--- src/rtl/npu_fp_pkg.sv ---
// Shared fp32 types and constants for the NPU v2 datapath.
// Holds the accumulation sequencer state encoding.
package npu_fp_pkg;

  typedef struct packed {
    logic       sign;
    logic [7:0] exponent;
    logic [22:0] fraction;
  } fp32_t;

  localparam logic [31:0] FP32_QNAN = 32'h7FC00000;
  localparam logic [31:0] FP32_ONE  = 32'h3F800000;

  typedef enum logic [2:0] {
    S_IDLE,
    S_HOLD,
    S_ISSUE,
    S_WAIT,
    S_OUT
  } acc_state_e;

endpackage

--- src/rtl/fp32_acc_sequencer.sv ---
// Group reduction sequencer: feeds (sum, element) pairs to an
// external fp32 adder and emits one sum and count per group.
module fp32_acc_sequencer
  import npu_fp_pkg::*;
#(
  parameter int CNT_W = 16
) (
  input  logic             clk,
  input  logic             rst_n,
  input  logic [31:0]      i_data,
  input  logic             i_last,
  input  logic             i_valid,
  output logic             i_ready,
  output logic [31:0]      add_a,
  output logic [31:0]      add_b,
  output logic             add_in_valid,
  input  logic             add_in_ready,
  input  logic [31:0]      add_result,
  input  logic             add_out_valid,
  output logic             add_out_ready,
  output logic [31:0]      o_sum,
  output logic [CNT_W-1:0] o_count,
  output logic             o_valid,
  input  logic             o_ready
);

  localparam logic [CNT_W-1:0] CNT_MAX = {CNT_W{1'b1}};

  acc_state_e       r_state;
  acc_state_e       w_next;
  fp32_t            r_acc;
  logic [31:0]      r_xr;
  logic             r_last;
  logic [CNT_W-1:0] r_cnt;

  logic w_in_hs;
  logic w_res_hs;

  assign w_in_hs  = i_valid & i_ready;
  assign w_res_hs = add_out_valid & add_out_ready;

  // Operands and results always reflect the registers, never X.
  assign add_a   = r_acc;
  assign add_b   = r_xr;
  assign o_sum   = r_acc;
  assign o_count = r_cnt;

  // State register.
  always_ff @(posedge clk) begin
    if (!rst_n) begin
      r_state <= S_IDLE;
    end else begin
      r_state <= w_next;
    end
  end

  // Next-state and handshake outputs.
  always_comb begin
    w_next        = r_state;
    i_ready       = 1'b0;
    add_in_valid  = 1'b0;
    add_out_ready = 1'b0;
    o_valid       = 1'b0;
    unique case (r_state)
      S_IDLE: begin
        i_ready = 1'b1;
        if (i_valid) w_next = i_last ? S_OUT : S_HOLD;
      end
      S_HOLD: begin
        i_ready = 1'b1;
        if (i_valid) w_next = S_ISSUE;
      end
      S_ISSUE: begin
        add_in_valid = 1'b1;
        if (add_in_ready) w_next = S_WAIT;
      end
      S_WAIT: begin
        add_out_ready = 1'b1;
        if (add_out_valid) w_next = r_last ? S_OUT : S_HOLD;
      end
      S_OUT: begin
        o_valid = 1'b1;
        if (o_ready) w_next = S_IDLE;
      end
      default: w_next = S_IDLE;
    endcase
  end

  // Datapath: first element seeds the sum, later ones go via the adder.
  always_ff @(posedge clk) begin
    if (!rst_n) begin
      r_acc  <= '0;
      r_xr   <= '0;
      r_last <= 1'b0;
      r_cnt  <= '0;
    end else begin
      if (w_in_hs && r_state == S_IDLE) begin
        r_acc <= i_data;
        r_cnt <= {{(CNT_W-1){1'b0}}, 1'b1};
      end
      if (w_in_hs && r_state == S_HOLD) begin
        r_xr   <= i_data;
        r_last <= i_last;
        if (r_cnt != CNT_MAX) r_cnt <= r_cnt + 1'b1;
      end
      if (w_res_hs) begin
        r_acc <= add_result;
      end
    end
  end

endmodule

--- config.mk ---
export PLATFORM = sky130hd
export DESIGN_NAME = fp32_acc_sequencer
export DESIGN_NICKNAME = d
export VERILOG_FILES = /design/src/rtl/npu_fp_pkg.sv /design/src/rtl/fp32_acc_sequencer.sv
export SDC_FILE = /design/constraint.sdc
export NUM_CORES = 1
export LEC_CHECK = 0
export CAP_MARGIN = 20
export CELL_PAD_IN_SITES_DETAIL_PLACEMENT = 0
export CELL_PAD_IN_SITES_GLOBAL_PLACEMENT = 1
export CORE_AREA = 5 5 119 121
export DETAILED_ROUTE_END_ITERATION = 10
export DIE_AREA = 0 0 124 126
export HOLD_SLACK_MARGIN = 0.02
export MAX_ROUTING_LAYER = met4
export PLACE_DENSITY = 0.82
export SYNTH_ARGS = -nofsm -noshare
export SYNTH_HDL_FRONTEND = slang
export SYNTH_SLANG_ARGS = --single-unit
--- constraint.sdc ---
create_clock -name clk -period 2.7 [get_ports clk]
set_input_delay 0.27 -clock clk [delete_from_list [all_inputs] [get_ports clk]]
set_output_delay 0.27 -clock clk [all_outputs]
set_load 0.02 [all_outputs]
==> results.txt <==
----------------------------------------------------
[Cells and area]
  Finished Layout Cells ... between 700 and 800
  Final core area utilization ... 45.7%
  Share of post-route cells with drive strength above 1 ... 6.87%
  Number of diodes ... 0
  Finished layout cell area ... between 5000 and 6000 um2
  P&R area growth vs syn ... 55.7%
  Number of nets in the finished design ... slightly below 700

[Logic synthesis]
  Post-synth EDFFs ... 0
  Synthesis-stage register bit count ... 84
  Async SR Flop Fraction ... 0%
  Post-Synthesis Net Count ... around 540
  Top flip-flop cell by instance count after synthesis ... sky130_fd_sc_hd__dfxtp_1
  Post-synthesis instance total ... between 400 and 500
  Summed instance area of the synthesized netlist ... 3810 um2
  Synth unique cells ... 53
  Post-synthesis sequential area ratio ... roughly 44%
  Warnings from Yosys ... 0
  Avg Cell Area, Syn ... ~8.2 um2

[Floorplan]
  Die span in x ... about 120 um
  Vert. Die Dim ... around 130 um
  Effective utilization at floorplan ... between 20 and 30%
  I/O Pins ... 187
  Total number of placement rows ... 42
  Die footprint ... 15600 um2
  Placeable core region ... 13000 um2

[Clock tree]
  Clock root cell ... sky130_fd_sc_hd__clkbuf_16
  Post-CTS Hold Fix Bufs ... 0
  Clock tree buffer depth ... 2
  H-tree Lvls ... 3
  CTS tree ... yes
  Total clock buffers created by CTS ... 9
  Clock transition at the register clock pins on the worst setup and hold paths after CTS ... roughly 0.060 ns
  Clock Sinks ... 84
  Clk_lat worst skew ... ~0.33 ns

[Drt]
  Total vias in the final route ... between 3000 and 4000
  Wirelength per Cell ... roughly 17 um
  Number of vias per cell ... between 5 and 6
  Violation count after the first detailed-route iteration ... approximately 230
  Total iterations of the first detailed-routing run ... 4
  Residual DRC count ... 0
  Total wire length ... around 13000 um
  Residual antenna-violating net count after detailed routing ... 0

[Pwr]
  Post-route total power ... 3.28 mW
  Largest vdd supply drop ... approximately 230 uV
  Power per unit of standard cell area ... 553 nW/um2
  Leakage power summed over all cells ... 1.96 nW

[Global route]
  Pin count of the biggest net entering global routing ... between 40 and 50
  Overall fraction of global-route tracks in use ... between 10% and 20%
  Number of antenna violations at the first check in global routing ... 0
  Number of global-route vias before repair ... around 3800
  Total congestion overflow after global routing ... 0
  Global-route wire length before repair ... ~20000 um

[Hold path]
  Min-Delay Startpoint ... add_b[20]
  HP Class ... reg2reg

[Place]
  Post-detail-place hpwl ... around 9500 um
  Instance area after placement ... 5610 um2
  Place WS ... 0.279 ns
  GP Congestion ... about 0.85
  Cell Count Post-Placement ... approximately 770
  Count of buffers from port buffering ... about 190

[Timing]
  Fin worst setup slack ... between 0.4 and 0.5 ns
  Setup repair after global routing missed its margin ... no
  Min Hold Slack ... roughly 0.45 ns
  Maximum clock frequency ... around 0.44 GHz
  Setup TNS ... 0 ns
  Slew Viols, Final ... 0
  Setup violation total in the final timing report ... 0
  Worst slew slack as a fraction of its limit ... around three fifths
  Final worst path period need ... 2.27 ns
  Final count of hold timing violations ... 0
  Post-route fraction of the period consumed by the critical path ... a little over four fifths
  Post-Route Skew ... roughly 0.0090 ns
  Worst Max-Slew Pin Slew ... slightly above 0.6 ns

[Worst setup path]
  CP Class ... reg2reg
  Data required time of the worst path ... 2.94 ns
  Endpoint type of the worst setup path ... flip-flop
  Critical Path Fanout Max ... 10
  Worst setup startpoint ... o_count[0]
  Startpoint of the most critical register-to-register path ... o_count[0]
  Data arrival, critical path ... about 2.5 ns
  Kind of launch point of the worst setup path ... flip-flop

[Flow run]
  Max Cap Viol ... 0

[Outcome]
  Status ... complete, no violations

----------------------------------------------------
## power breakdown
part           switching, mW  leakage, nW  internal (mW)
Clock                  0.492        0.149          0.765
Combinational          0.338         1.13          0.333
Sequential            0.0541        0.684           1.30
Total                  0.884         1.96           2.40
## metal layers
layer  vias up  routed length, um  track usage [%]
li1       1916                  -                -
met1      1869               5530             20.2
met2       170               6430             27.4
met3        12                853             2.24
met4         0                173             5.86
met5         -                  0                -
## worst max-delay path: stages (launching register included)
cell,delay (ns)
sky130_fd_sc_hd__dfxtp_1,0.45
sky130_fd_sc_hd__ha_1,0.29
sky130_fd_sc_hd__nand3_2,0.23
sky130_fd_sc_hd__o41ai_4,0.63
sky130_fd_sc_hd__nand2_2,0.26
sky130_fd_sc_hd__a311oi_1,0.31
## sequential cells by signal, indices dropped and copies added (netlist names)
signal	count
r_state	3
add_a	32
add_b	32
r_last	1
o_count	16
## area by class of cell
type / instances / area (um2)
Fill cell: 1311 / 7050
Timing Repair Buffer: 197 / 1960
Clock inverter: 4 / 47.5
Multi-Input combinational cell: 311 / 1750
Sequential cell: 84 / 1680
Clock buffer: 12 / 256
Inverter: 3 / 11.3
Tap cell: 176 / 220
## cell usage in the layout, fill, tap and decap left out, drive strengths merged, types with 3 or more instances in the layout
cell / count
buf: 11
a22oi: 25
nand3b: 3
nand3: 11
dfxtp: 84
or4: 6
a21oi: 68
inv: 3
nor2: 8
nor4: 4
nor3: 9
clkbuf: 12
a31oi: 4
nand4: 6
o21ai: 7
nand4b: 3
nand2: 113
clkdlybuf4s50: 186
o221ai: 5
o211ai: 3
a311oi: 7
o22ai: 3
## worst paths after layout
check | end | slack [ns] | cells after the start
hold / removal | add_b[20] | 0.45 | 2
hold reg to reg | add_b[20] | 0.45 | 2
setup reg to reg | o_count[4] | 0.43 | 5
setup / recovery | o_count[4] | 0.43 | 5
## Yosys cell counts, types with 2 or more instances
cell type | n | area share, %
sky130_fd_sc_hd__nor3_1 | 9 | 1.2
sky130_fd_sc_hd__a311oi_1 | 7 | 1.6
sky130_fd_sc_hd__inv_1 | 3 | 0.30
sky130_fd_sc_hd__o211ai_1 | 3 | 0.59
sky130_fd_sc_hd__or2_2 | 2 | 0.33
sky130_fd_sc_hd__nand4b_1 | 3 | 0.69
sky130_fd_sc_hd__nor3b_1 | 2 | 0.39
sky130_fd_sc_hd__buf_1 | 6 | 0.59
sky130_fd_sc_hd__or4_1 | 4 | 0.79
sky130_fd_sc_hd__a211oi_1 | 2 | 0.39
sky130_fd_sc_hd__buf_4 | 34 | 6.7
sky130_fd_sc_hd__nand4_1 | 4 | 0.66
sky130_fd_sc_hd__o21ai_0 | 7 | 0.92
sky130_fd_sc_hd__nand3_1 | 10 | 1.3
sky130_fd_sc_hd__nor4_1 | 4 | 0.66
sky130_fd_sc_hd__nand3b_1 | 3 | 0.59
sky130_fd_sc_hd__nand2_1 | 112 | 11
sky130_fd_sc_hd__a31oi_1 | 4 | 0.66
sky130_fd_sc_hd__o22ai_1 | 3 | 0.49
sky130_fd_sc_hd__clkbuf_1 | 24 | 2.4
sky130_fd_sc_hd__a21oi_1 | 68 | 8.9
sky130_fd_sc_hd__a22oi_1 | 25 | 4.9
sky130_fd_sc_hd__nor2_1 | 8 | 0.79
sky130_fd_sc_hd__buf_2 | 3 | 0.39
sky130_fd_sc_hd__o221ai_1 | 5 | 1.2
sky130_fd_sc_hd__dfxtp_1 | 84 | 44
## cells by family after synthesis
| logic type | Yosys count | synth area share [%] |
|---|---|---|
| AND/OR/NAND/NOR | 179 | 23.3 |
| AO/OA/AOI/OAI | 130 | 21.3 |
| flip-flops | 84 | 44.2 |
| buffers and inverters | 71 | 10.6 |
| multiplexers | 1 | 0.263 |
| adder cells (fa/ha/maj) | 1 | 0.329 |
## timing repair
item	4_1_cts	5_1_grt
setup buffers	0	0
gates resized for setup	0	1
endpoints found under the setup margin	0	2
No activity file was read; power rests on OpenSTA's default activity.
